<file path="src/rtl/board_uart_tx.sv">
`timescale 1ns/1ps
`default_nettype none
// ============================================================================
// Module   : board_uart_tx
// Brief    : Dumps a 4x4 board of tile values as 24 ASCII bytes over 8N1 UART.
// Revision : 1.0
// ============================================================================
module board_uart_tx #(
    parameter int CLKS_PER_BIT = 868
) (
    input  logic         clk,
    input  logic         rst,
    input  logic         start,
    input  logic [335:0] board_flat,
    output logic         tx,
    output logic         busy,
    output logic         done
);

    localparam int                  c_BAUD_W    = (CLKS_PER_BIT > 1) ? $clog2(CLKS_PER_BIT) : 1;
    localparam logic [c_BAUD_W-1:0] c_BAUD_LAST = c_BAUD_W'(CLKS_PER_BIT - 1);
    localparam logic [4:0]          c_LAST_BYTE = 5'd23;

    typedef enum logic [1:0] {
        IDLE      = 2'd0,
        START_BIT = 2'd1,
        DATA_BITS = 2'd2,
        STOP_BIT  = 2'd3
    } state_t;

    state_t              r_state, w_state_nxt;
    logic [c_BAUD_W-1:0] r_baud, w_baud_nxt;
    logic [2:0]          r_bit_idx, w_bit_idx_nxt, w_bit_idx_inc;
    logic [4:0]          r_byte_idx, w_byte_idx_nxt;
    logic                r_tx, w_tx_nxt;
    logic                r_busy, w_busy_nxt;
    logic                r_done, w_done_nxt;
    logic                w_accept;
    logic [335:0]        r_board;

    logic [1:0]          w_row;
    logic [2:0]          w_pos;
    logic [3:0]          w_tile_idx;
    logic [20:0]         w_tile;
    logic [7:0]          w_code;
    logic [7:0]          w_byte;

    // Byte n of the dump: row n/6, position n%6 (four tiles, then CR, LF).
    always_comb begin
        w_row      = 2'(r_byte_idx / 5'd6);
        w_pos      = 3'(r_byte_idx % 5'd6);
        w_tile_idx = {w_row, w_pos[1:0]};
        w_tile     = r_board[w_tile_idx*21 +: 21];

        w_code = 8'h3F;
        if (w_tile == 21'd0) begin
            w_code = 8'h30;
        end else begin
            for (int k = 1; k < 16; k++) begin
                if (w_tile == (21'd1 << k)) begin
                    w_code = (k < 10) ? 8'(8'h30 + k) : 8'(8'h37 + k);
                end
            end
        end

        if (!w_pos[2]) begin
            w_byte = w_code;
        end else if (w_pos[0]) begin
            w_byte = 8'h0A;
        end else begin
            w_byte = 8'h0D;
        end
    end

    assign w_bit_idx_inc = r_bit_idx + 3'd1;

    always_comb begin
        w_state_nxt    = r_state;
        w_baud_nxt     = r_baud;
        w_bit_idx_nxt  = r_bit_idx;
        w_byte_idx_nxt = r_byte_idx;
        w_tx_nxt       = r_tx;
        w_busy_nxt     = r_busy;
        w_done_nxt     = 1'b0;
        w_accept       = 1'b0;

        case (r_state)
            IDLE: begin
                if (start) begin
                    w_accept       = 1'b1;
                    w_state_nxt    = START_BIT;
                    w_tx_nxt       = 1'b0;
                    w_busy_nxt     = 1'b1;
                    w_baud_nxt     = '0;
                    w_bit_idx_nxt  = 3'd0;
                    w_byte_idx_nxt = 5'd0;
                end
            end
            START_BIT: begin
                if (r_baud == c_BAUD_LAST) begin
                    w_baud_nxt    = '0;
                    w_bit_idx_nxt = 3'd0;
                    w_state_nxt   = DATA_BITS;
                    w_tx_nxt      = w_byte[0];
                end else begin
                    w_baud_nxt = r_baud + 1'b1;
                end
            end
            DATA_BITS: begin
                if (r_baud == c_BAUD_LAST) begin
                    w_baud_nxt = '0;
                    if (r_bit_idx == 3'd7) begin
                        w_state_nxt = STOP_BIT;
                        w_tx_nxt    = 1'b1;
                    end else begin
                        w_bit_idx_nxt = w_bit_idx_inc;
                        w_tx_nxt      = w_byte[w_bit_idx_inc];
                    end
                end else begin
                    w_baud_nxt = r_baud + 1'b1;
                end
            end
            STOP_BIT: begin
                if (r_baud == c_BAUD_LAST) begin
                    w_baud_nxt = '0;
                    if (r_byte_idx == c_LAST_BYTE) begin
                        w_state_nxt    = IDLE;
                        w_tx_nxt       = 1'b1;
                        w_busy_nxt     = 1'b0;
                        w_done_nxt     = 1'b1;
                        w_byte_idx_nxt = 5'd0;
                    end else begin
                        w_byte_idx_nxt = r_byte_idx + 5'd1;
                        w_state_nxt    = START_BIT;
                        w_tx_nxt       = 1'b0;
                    end
                end else begin
                    w_baud_nxt = r_baud + 1'b1;
                end
            end
            default: begin
                w_state_nxt = IDLE;
            end
        endcase
    end

    always_ff @(posedge clk or negedge rst) begin
        if (!rst) begin
            r_state    <= IDLE;
            r_baud     <= '0;
            r_bit_idx  <= 3'd0;
            r_byte_idx <= 5'd0;
            r_tx       <= 1'b1;
            r_busy     <= 1'b0;
            r_done     <= 1'b0;
        end else begin
            r_state    <= w_state_nxt;
            r_baud     <= w_baud_nxt;
            r_bit_idx  <= w_bit_idx_nxt;
            r_byte_idx <= w_byte_idx_nxt;
            r_tx       <= w_tx_nxt;
            r_busy     <= w_busy_nxt;
            r_done     <= w_done_nxt;
        end
    end

    // Snapshot has no reset; it is only read while a dump is in flight.
    always_ff @(posedge clk) begin
        if (w_accept) begin
            r_board <= board_flat;
        end
    end

    assign tx   = r_tx;
    assign busy = r_busy;
    assign done = r_done;

endmodule
`default_nettype wire

</file>
<file path="config.mk">
export PLATFORM = sky130hd
export DESIGN_NAME = board_uart_tx
export DESIGN_NICKNAME = d
export VERILOG_FILES = /design/src/rtl/board_uart_tx.sv
export SDC_FILE = /design/constraint.sdc
export NUM_CORES = 1
export LEC_CHECK = 0
export BUFFER_PORTS_ARGS = -buffer_cell sky130_fd_sc_hd__buf_2
export CORE_ASPECT_RATIO = 2
export CORE_MARGIN = 2
export CORE_UTILIZATION = 54
export DETAILED_ROUTE_END_ITERATION = 7
export PLACE_DENSITY = 0.86
export SLEW_MARGIN = 20
export SYNTH_ARGS = -nofsm -noshare
export SYNTH_HDL_FRONTEND = slang
export SYNTH_SLANG_ARGS = --single-unit
</file>
<file path="constraint.sdc">
create_clock -name clk -period 11.8 [get_ports clk]
set_clock_uncertainty 0.05 [all_clocks]
set_input_delay 2.36 -clock clk [delete_from_list [all_inputs] [get_ports clk]]
set_output_delay 2.36 -clock clk [all_outputs]
set_load 0.01 [all_outputs]
</file>
==> impl_metrics.yaml, run 1 <==
die:
  die_h_um: 238
  die-width_um: 121
  dieArea_um2: 28800
  boundaryPins: 342
  num_rows: 85
  coreArea_um2: 26900
  start_util_pct: 55.0
sta:
  fin_crit_sh_pct: 53.9
  min_period_ns: 6.36
  slew_viol_final: 0
  slew_headroom_pct: 26.5
  worstMarginPinSlew_ns: 1.10
  fmax_mhz: 157
  finalSetupViolCount: 0
  rsz0062_at_grt: "false"
  hold_viol: 0
  hold_ws_ns: 0.455
  fin_tns_setup_ns: 0
cts:
  clk_pin_slew_ns: 0.07
  post_cts_buffers: 0
  hold_buffers: 0
  cts_max_level: 1
  cts_resized: 0
  cts.sinks: 359
  root_buffer: "clkbuf_16"
  cts_tree: "yes"
  cts_buffers: 30
  ctsLongestPathBuffers: 3
  clk_latency_ns: 0.57
outcome:
  outcome: "completed"
logic_synthesis:
  async_flop_share_pct: 6.41
  synth_seq_cells: 359
  yosysMostFrequentCell: "edfxtp_1"
  synth_top_cell_by_area: "edfxtp_1"
  ys.flop_type: "edfxtp_1"
  syn_inst: 827
  synth_common_cells: "edfxtp_1 (336), mux4_2 (63), nand2_1 (46), nor2_1 (45), mux2i_1 (36)"
  synth_cell_types: 76
  ys.warnings.count: 0
  synth_area_um2: 14800
  synth_top_area_share_pct: 68.2
  yosysSeqAreaShare_pct: 72.1
  synthTopCellsByArea: "edfxtp_1 (68%), mux4_2 (9.6%), dfrtp_1 (3.7%)"
  syn-num-nets: 1179
  synth_enable_flop_cells: 336
  syn_area_per_cell_um2: 17.9
setup_path:
  cp_max_fo: 51
  critPathArrivalTime_ns: 6.80
  cp-end-kind: "flop"
  r2r_slack_ns: 5.44
  worstPathRequired_ns: 12.24
  startpoint_type: "flop"
  critical_path_class: "flop to flop"
  cpMaxStageDelayCell: "and2_1"
  worstPathCellList: "buf_4 > inv_2 > ha_1 > nand4b_1 > and2_1 > nor2_1 > a21oi_1 > ha_1 > nor2_1 > nand3_1 > mux2i_1 > a32oi_1 > nor3_1 > nand3_1 > o211ai_2 > o21ai_2 > a22o_1 > a31oi_1 > nand3b_1"
  slowest_delay_ns: 0.90
detailed_routing:
  drtPass1Iterations: 5
  vias_per_cell: 5.70
  drtIter0Drc: 542
  drc: 0
  vias: 8891
  postRouteAntennaNets: 0
  wl_mm: 36.0
  wl_per_cell_um: 23.1
pwr:
  swShare_pct: 24.8
  p_int_mw: 2.34
  powerDensity_nw_per_um2: 174
  combPwrFrac_pct: 13.7
  leakage_nw: 6.57
  vdd_drop_max_mv: 0.147
  clkPwrFrac_pct: 30.8
  p_sw_uw: 770
  total_power_mw: 3.11
  power_frac_seq_pct: 55.5
finish:
  area.growth.synth_to_final_pct: 20.3
  drive_gt1_share_pct: 40.2
  fill_cells: 1798
  fin_util_pct: 66.2
  multi_input_area_um2: 3910
  layout.nets: 1524
  fin_area_um2: 17800
  seq_area_um2: 10700
global_route:
  grt_start_max_net_pins: 208
  grt_first_pass_wirelength_mm: 52.9
  antenna_found_initial: 16
  grt_overflow: 0
  grt_pass1_vias: 9416
  grt_usage_pct: 24.9
placement:
  globalplace.congestion: 0.889
  dpl.hpwl_mm: 26.3
  io_buffers: 341
  placed_cell_area_um2: 16800
flow_run:
  max-cap-violations: 0
min_path:
  min_path_type: "flop to flop"
-- flip-flops by register name (all words and copies together), names as in the netlist --
register,flops
tx,1
r_board,336
r_byte_idx,5
r_state,2
r_baud,10
busy,1
r_bit_idx,3
done,1
-- area by class of cell --
type / count / area share (%)
diodes: 16 / 0.225
well taps: 348 / 2.44
repair buffers: 347 / 9.91
inverters: 12 / 0.253
clock inverters: 17 / 0.611
multi-input cells: 422 / 22.0
clock buffers: 38 / 4.68
flip-flops and latches: 359 / 59.9
-- metrics by stage --
step | std cells | worst slack, ns
2_1_floorplan | 827 | 0.812
3_3_place_gp | 1488 | 5.60
3_5_place_dp | 1488 | 5.48
4_1_cts | 1543 | 5.48
5_1_grt | 1559 | 4.92
6_report | 1559 | 5.44
-- cell usage in the layout, fill, tap and decap left out, types with 9 or more instances in the layout --
cell type,n
a21oi_1,15
buf_2,341
clkbuf_16,32
dfrtp_1,20
diode_2,16
edfxtp_1,336
ha_1,13
inv_1,11
mux2i_1,36
mux4_2,63
nand2_1,46
nand3_1,16
nor2_1,45
nor3_1,13
nor4_1,11
nor4b_1,9
o21ai_0,19
-- per-layer routing --
metal	track usage (%)	wire length, µm	vias to the layer above	share of wire, %
met5	0	0	-	0
met4	10.7	1560	0	4.3
met3	3.56	1840	85	5.1
met2	46.6	20600	404	57
met1	27.5	11900	4355	33
li1	-	-	4047	-
-- worst paths after layout --
check | start | end | depth (start not counted)
max | r_byte_idx[0] | tx | 19
min | r_bit_idx[2] | r_bit_idx[2] | 2
max reg2reg | r_byte_idx[0] | tx | 19
min reg2reg | r_bit_idx[2] | r_bit_idx[2] | 2
max in group asynchronous | rst | r_byte_idx[0] | 1
min in group asynchronous | rst | r_baud[5] | 1
-- power by group through the flow --
stage | clock [mW] | sequential [mW] | combinational, mW
after floorplan | 0 | 1.81 | 0.269
after global placement | 0 | 1.73 | 0.411
after detailed placement | 0 | 1.75 | 0.423
after CTS | 0.977 | 1.72 | 0.423
after global routing | 1.01 | 1.74 | 0.465
final | 0.957 | 1.72 | 0.425
-- worst max-delay path: cells and delay by family, from the launching register on --
family | cells | cell delay [ns]
adder cells (fa/ha/maj) | 2 | 0.80
AO/OA/AOI/OAI | 6 | 1.21
multiplexers | 1 | 0.34
buffers and inverters | 2 | 0.91
AND/OR/NAND/NOR | 8 | 2.53
flip-flops | 1 | 0.39
-- kinds of logic (layout without fill, tap and decap cells) --
logic type / count (synthesis) / in the layout / share of synthesized area (%)
other: 0 / 16 / 0
flip-flops: 359 / 359 / 72.1
AO/OA/AOI/OAI: 99 / 99 / 5.02
buffers and inverters: 46 / 414 / 1.59
AND/OR/NAND/NOR: 190 / 190 / 6.86
adder cells (fa/ha/maj): 13 / 13 / 1.10
multiplexers: 106 / 106 / 12.6
XOR/XNOR: 14 / 14 / 0.828
Power figures use the tool's default switching activity.
==> run 2, diff against run 1 <==
- CORE_UTILIZATION: 54 -> 49
- PLACE_DENSITY: 0.86 -> 0.83
- clock period: 11.8 -> 5.1 ns (I/O delays scaled with it)
==> run 2 against run 1 <==
Against the previous run:
- critical path depth increased by 1
- wire length is 3.6% lower
- sequential power rose by 130%
- combinational power is 140% higher
- worst hold slack got worse by 0.077 ns
- global-route usage fell by 3.0 points
- count of clock-buffer cells in the layout decreased by 4
- die area up 9.9%
- total power increased by 140%
- maximum frequency is 35% higher
- largest power group unchanged
- critical endpoint unchanged
==> impl_metrics.yaml, run 2 (synthesized netlist as in run 1, its figures left out) <==
cts:
  post_cts_buffers: 0
  cts_resized: 0
  cts_max_level: 1
  cts.sinks: 359
  hold_buffers: 0
  clk_pin_slew_ns: 0.07
  ctsLongestPathBuffers: 3
  root_buffer: "clkbuf_16"
  cts_buffers: 30
  clk_latency_ns: 0.57
  cts_tree: "yes"
die:
  die-width_um: 127
  dieArea_um2: 31700
  boundaryPins: 342
  die_h_um: 250
  coreArea_um2: 30000
  num_rows: 90
  start_util_pct: 49.4
setup_path:
  startpoint_type: "flop"
  cp_max_fo: 12
  critPathArrivalTime_ns: 5.14
  worstReg2RegEnd: "tx"
  rr_startpoint: "r_byte_idx[1]"
  r2r_slack_ns: 0.40
  cp-end-kind: "flop"
  worstPathRequired_ns: 5.54
  reg2reg_depth: 20
  critical_path_class: "flop to flop"
finish:
  fill_cells: 2174
  final_cell_mix: "buf_2 (341), edfxtp_1 (336), mux4_2 (63)"
  reg_top3: "r_board (336), r_baud (10), r_byte_idx (5)"
  instances_no_fill: 1572
  layout.nets: 1534
  fin_area_um2: 18000
  drive_gt1_share_pct: 40.9
  largest_reg_flops: 336
  final_common_cell: "buf_2"
  area.growth.synth_to_final_pct: 21.5
  top_register: "r_board"
placement:
  globalplace.congestion: 0.891
  dpl.hpwl_mm: 25.5
  placed_cell_area_um2: 17000
  io_buffers: 341
  post-place-cells: 1518
min_path:
  min_path_type: "input pin to asynchronous set/reset pin"
global_route:
  grt_overflow: 0
  grt_start_max_net_pins: 89
  grtUsageMet3_pct: 4.59
  grt_first_pass_wirelength_mm: 53.0
  grt_pass1_vias: 9489
  busiest_layer: "met2"
  grt_use_met2_pct: 39.3
  antenna_found_initial: 5
  grt_usage_pct: 21.9
  grt_util_met1_pct: 25.6
pwr:
  power_frac_seq_pct: 54.1
  clkPwrFrac_pct: 32.2
  p_sw_mw: 1.79
  powerDensity_nw_per_um2: 409
  swShare_pct: 24.3
  combPwrFrac_pct: 13.8
  leakage_nw: 6.65
  vdd_drop_max_mv: 0.352
  p_int_mw: 5.57
outcome:
  outcome: "completed"
detailed_routing:
  vias_per_cell: 5.71
  drtPass1Iterations: 7
  drtIter0Drc: 663
  postRouteAntennaNets: 0
  drc: 0
  vias: 8969
  wl_per_cell_um: 22.1
  wl_mm: 34.7
sta:
  rsz0062_at_grt: "false"
  worstMarginPinSlew_ns: 1.06
  fin_crit_sh_pct: 92.1
  min_period_ns: 4.70
  hold_viol: 0
  slew_viol_final: 0
  fin_tns_setup_ns: 0
  fmax_mhz: 213
  finalSetupViolCount: 0
  slew_headroom_pct: 29.4
flow_run:
  max-cap-violations: 0
## run 2: changes by cell type in the layout (fill, tap and decap cells not counted), moves of 2 or more
cell | before | now
bufinv_16 | 1 | 5
buf_4 | 5 | 12
clkinv_1 | 7 | 4
buf_12 | 1 | 4
clkinv_2 | 7 | 3
diode_2 | 16 | 3
clkbuf_1 | 5 | 3
## run 2: layer usage
layer  routed length (µm)  up-vias
li1                     -     4053
met1                12300     4412
met2                18400      436
met3                 2690       66
met4                 1260        2
met5                   13        -
## run 2: area by class of cell
type	count	area, µm²	area share (%)
Antenna cell	3	7.51	0.0417
Clock buffer	34	787	4.38
Clock inverter	17	223	1.24
Inverter	12	45.0	0.250
Multi-Input combinational cell	422	3910	21.7
Sequential cell	359	10700	59.4
Tap cell	368	460	2.56
Timing Repair Buffer	357	1880	10.4
## run 2: worst max path at each step
stage | startpoint | to | slack [ns]
floorplan | r_byte_idx[1] | tx | 0.15
global placement | r_byte_idx[1] | tx | 0.61
detailed placement | r_byte_idx[1] | tx | 0.45
CTS | r_byte_idx[1] | tx | 0.41
global route | r_byte_idx[1] | tx | 0.07
finish | r_byte_idx[1] | tx | 0.40
## run 2: critical path: stages, from the launching register on
cell and delay [ns]:
dfrtp_4 0.47, inv_1 0.13, ha_1 0.20, nand4b_1 0.11, buf_4 0.19, and2_0 0.19, nor2_1 0.10, a21oi_1 0.07
ha_1 0.19, buf_4 0.18, nor2_1 0.16, nand3_1 0.53, or3_1 0.57, a31oi_2 0.34, nand4b_4 0.17, o31a_1 0.34
o211ai_2 0.09, o21ai_2 0.09, a22o_1 0.20, a31oi_1 0.16, nand3b_1 0.09
## run 2: power by group through the flow
stage / clock network [mW] / registers (mW) / logic [mW]
final: 2.37 / 3.98 / 1.01
after global routing: 2.52 / 4.01 / 1.12
after floorplan: 0 / 4.02 / 0.624
after detailed placement: 0 / 4.04 / 1.02
after global placement: 0 / 4.01 / 0.977
after CTS: 2.43 / 3.98 / 1.02
## run 2: per-stage QoR
| stage | worst slack [ns] | util [%] | total power, mW | hold WS [ns] |
|---|---|---|---|---|
| after floorplan | 0.147 | - | 4.65 | 0.404 |
| after global routing | 0.0702 | 60.0 | 7.65 | 0.391 |
| after detailed placement | 0.452 | 56.6 | 5.06 | 0.433 |
| final | 0.403 | 60.0 | 7.36 | 0.379 |
| after CTS | 0.413 | 60.0 | 7.43 | 0.366 |
| after global placement | 0.612 | 56.6 | 4.98 | 0.419 |
==> run 3, diff against run 2 <==
- ABC_CLOCK_PERIOD_IN_PS: not set -> 5100
- CELL_PAD_IN_SITES_DETAIL_PLACEMENT: not set -> 1
- CELL_PAD_IN_SITES_GLOBAL_PLACEMENT: not set -> 1
- CORE_UTILIZATION: 49 -> 25
- PLACE_DENSITY: 0.83 -> 0.57
==> run 3 against run 2 <==
Against the previous run:
- clock power increased by 11%
- global-route usage decreased by 7.1 points
- die area increased by 93%
- critical path depth decreased by 5
- largest cell class unchanged
- combinational power increased by 6%
==> impl_metrics.yaml, run 3 (synthesized netlist as in run 1, its figures left out) <==
global_route:
  grt_overflow: 0
  grt_use_met2_pct: 30.8
  grt_usage_pct: 14.8
  antenna_found_initial: 4
  grt_first_pass_wirelength_mm: 66.1
  grtUsageMet3_pct: 1.99
  grt_pass1_vias: 10238
  grt_util_met1_pct: 13.9
  grt_start_max_net_pins: 101
  busiest_layer: "met2"
setup_path:
  worstReg2RegEnd: "tx"
  startpoint_type: "flop"
  r2r_slack_ns: 0.60
  rr_startpoint: "r_byte_idx[1]"
  cp-endpoint: "tx"
  worstPathRequired_ns: 5.53
  critical_path_class: "flop to flop"
  cp-end-kind: "flop"
  cp_max_fo: 49
  reg2reg_depth: 15
  startpoint: "r_byte_idx[1]"
  critPathArrivalTime_ns: 4.93
detailed_routing:
  drc: 0
  wl_per_cell_um: 22.9
  drtIter0Drc: 407
  vias_per_cell: 4.50
  postRouteAntennaNets: 0
  vias: 8966
  drtPass1Iterations: 5
  wl_mm: 45.7
die:
  coreArea_um2: 58800
  die_h_um: 348
  start_util_pct: 25.2
  boundaryPins: 342
  num_rows: 126
  dieArea_um2: 61300
  die-width_um: 176
placement:
  dpl.hpwl_mm: 34.7
  globalplace.congestion: 0.818
  placed_cell_area_um2: 17500
  io_buffers: 341
finish:
  reg_top3: "r_board (336), r_baud (10), r_byte_idx (5)"
  final_common_cell: "buf_2"
  top_register: "r_board"
  drive_gt1_share_pct: 41.5
  layout.nets: 1545
  final_cell_mix: "buf_2 (341), edfxtp_1 (336), mux4_2 (63)"
  fin_area_um2: 18600
  area.growth.synth_to_final_pct: 25.9
  largest_reg_flops: 336
sta:
  slew_headroom_pct: 41.7
  hold_viol: 0
  worstMarginPinSlew_ns: 0.874
  fmax_mhz: 222
  fin_tns_setup_ns: 0
  finalSetupViolCount: 0
  min_period_ns: 4.50
  fin_crit_sh_pct: 88.2
  slew_viol_final: 0
  rsz0062_at_grt: "false"
pwr:
  clkPwrFrac_pct: 34.3
  powerDensity_nw_per_um2: 412
  combPwrFrac_pct: 14.0
  p_int_mw: 5.66
  leakage_nw: 6.72
  p_sw_mw: 2.02
  vdd_drop_max_mv: 0.386
  swShare_pct: 26.3
  power_frac_seq_pct: 51.7
cts:
  post_cts_buffers: 0
  cts_tree: "yes"
  cts_resized: 0
  clk_pin_slew_ns: 0.07
  cts_max_level: 2
  cts.sinks: 359
  hold_buffers: 0
  root_buffer: "clkbuf_16"
  cts_buffers: 37
  ctsLongestPathBuffers: 3
  clk_latency_ns: 0.55
outcome:
  outcome: "completed"
min_path:
  min_path_type: "input pin to asynchronous set/reset pin"
flow_run:
  max-cap-violations: 0
[run 3: cell count changes in the layout (fill, tap and decap cells not counted)]
cell,change
clkinvlp_4,+2
bufinv_16,-3
clkbuf_16,+6
clkinv_2,+2
diode_2,+3
and2_0,-1
and2_1,+1
inv_6,+3
buf_4,+4
clkbuf_1,+3
[run 3: power groups by stage]
stage / combinational, mW / clock, mW / sequential [mW]
floorplan: 0.624 / 0 / 4.02
global placement: 1.08 / 0 / 4.00
detailed placement: 1.10 / 0 / 4.03
CTS: 1.11 / 2.74 / 3.97
global route: 1.19 / 2.82 / 4.01
finish: 1.07 / 2.64 / 3.97
[run 3: worst min-delay path by stage]
stage / cells past startpoint / slack (ns) / end
after floorplan: 2 / 0.40 / r_bit_idx[1]
after global placement: 2 / 0.44 / r_bit_idx[2]
after detailed placement: 2 / 0.44 / r_bit_idx[2]
after CTS: 1 / 0.41 / r_byte_idx[0]
after global routing: 1 / 0.44 / r_byte_idx[3]
final: 1 / 0.42 / r_byte_idx[3]
[run 3: metrics by stage]
step                      instances  hold slack (ns)  util (%)  power [mW]  setup slack [ns]
after detailed placement       1922            0.441      29.8        5.14             0.524
after CTS                      1986            0.412      31.7        7.82             0.497
final                          1992            0.420      31.7        7.67             0.600
after global routing           1990            0.443      31.7        8.01             0.255
after global placement         1922            0.436      29.8        5.09             0.566
after floorplan                 827            0.404         -        4.65             0.147
[run 3: layout make-up]
cell class	instances	area [µm²]
flip-flops and latches	359	10700
inverters	12	45.0
diodes	6	15.0
clock inverters	21	184
repair buffers	361	1910
clock buffers	43	948
well taps	768	961
multi-input cells	422	3910
fillers	6172	40200
[run 3: routing by layer]
layer | vias up | wire (µm)
li1 | 4085 | -
met1 | 4550 | 14500
met2 | 258 | 27600
met3 | 73 | 1780
met4 | 0 | 1730
met5 | - | 0
[run 3: critical path, stage by stage (launching register included)]
cell      delay (ns)
dfrtp_4         0.40
buf_4           0.67
buf_4           0.57
ha_1            0.30
buf_4           0.21
nand2b_1        0.17
nor3_1          0.10
or3_1           0.40
a31oi_2         0.40
nand4b_4        0.16
o31a_1          0.33
o211ai_2        0.08
o21ai_2         0.08
a22o_1          0.21
a31oi_1         0.17
nand3b_1        0.09
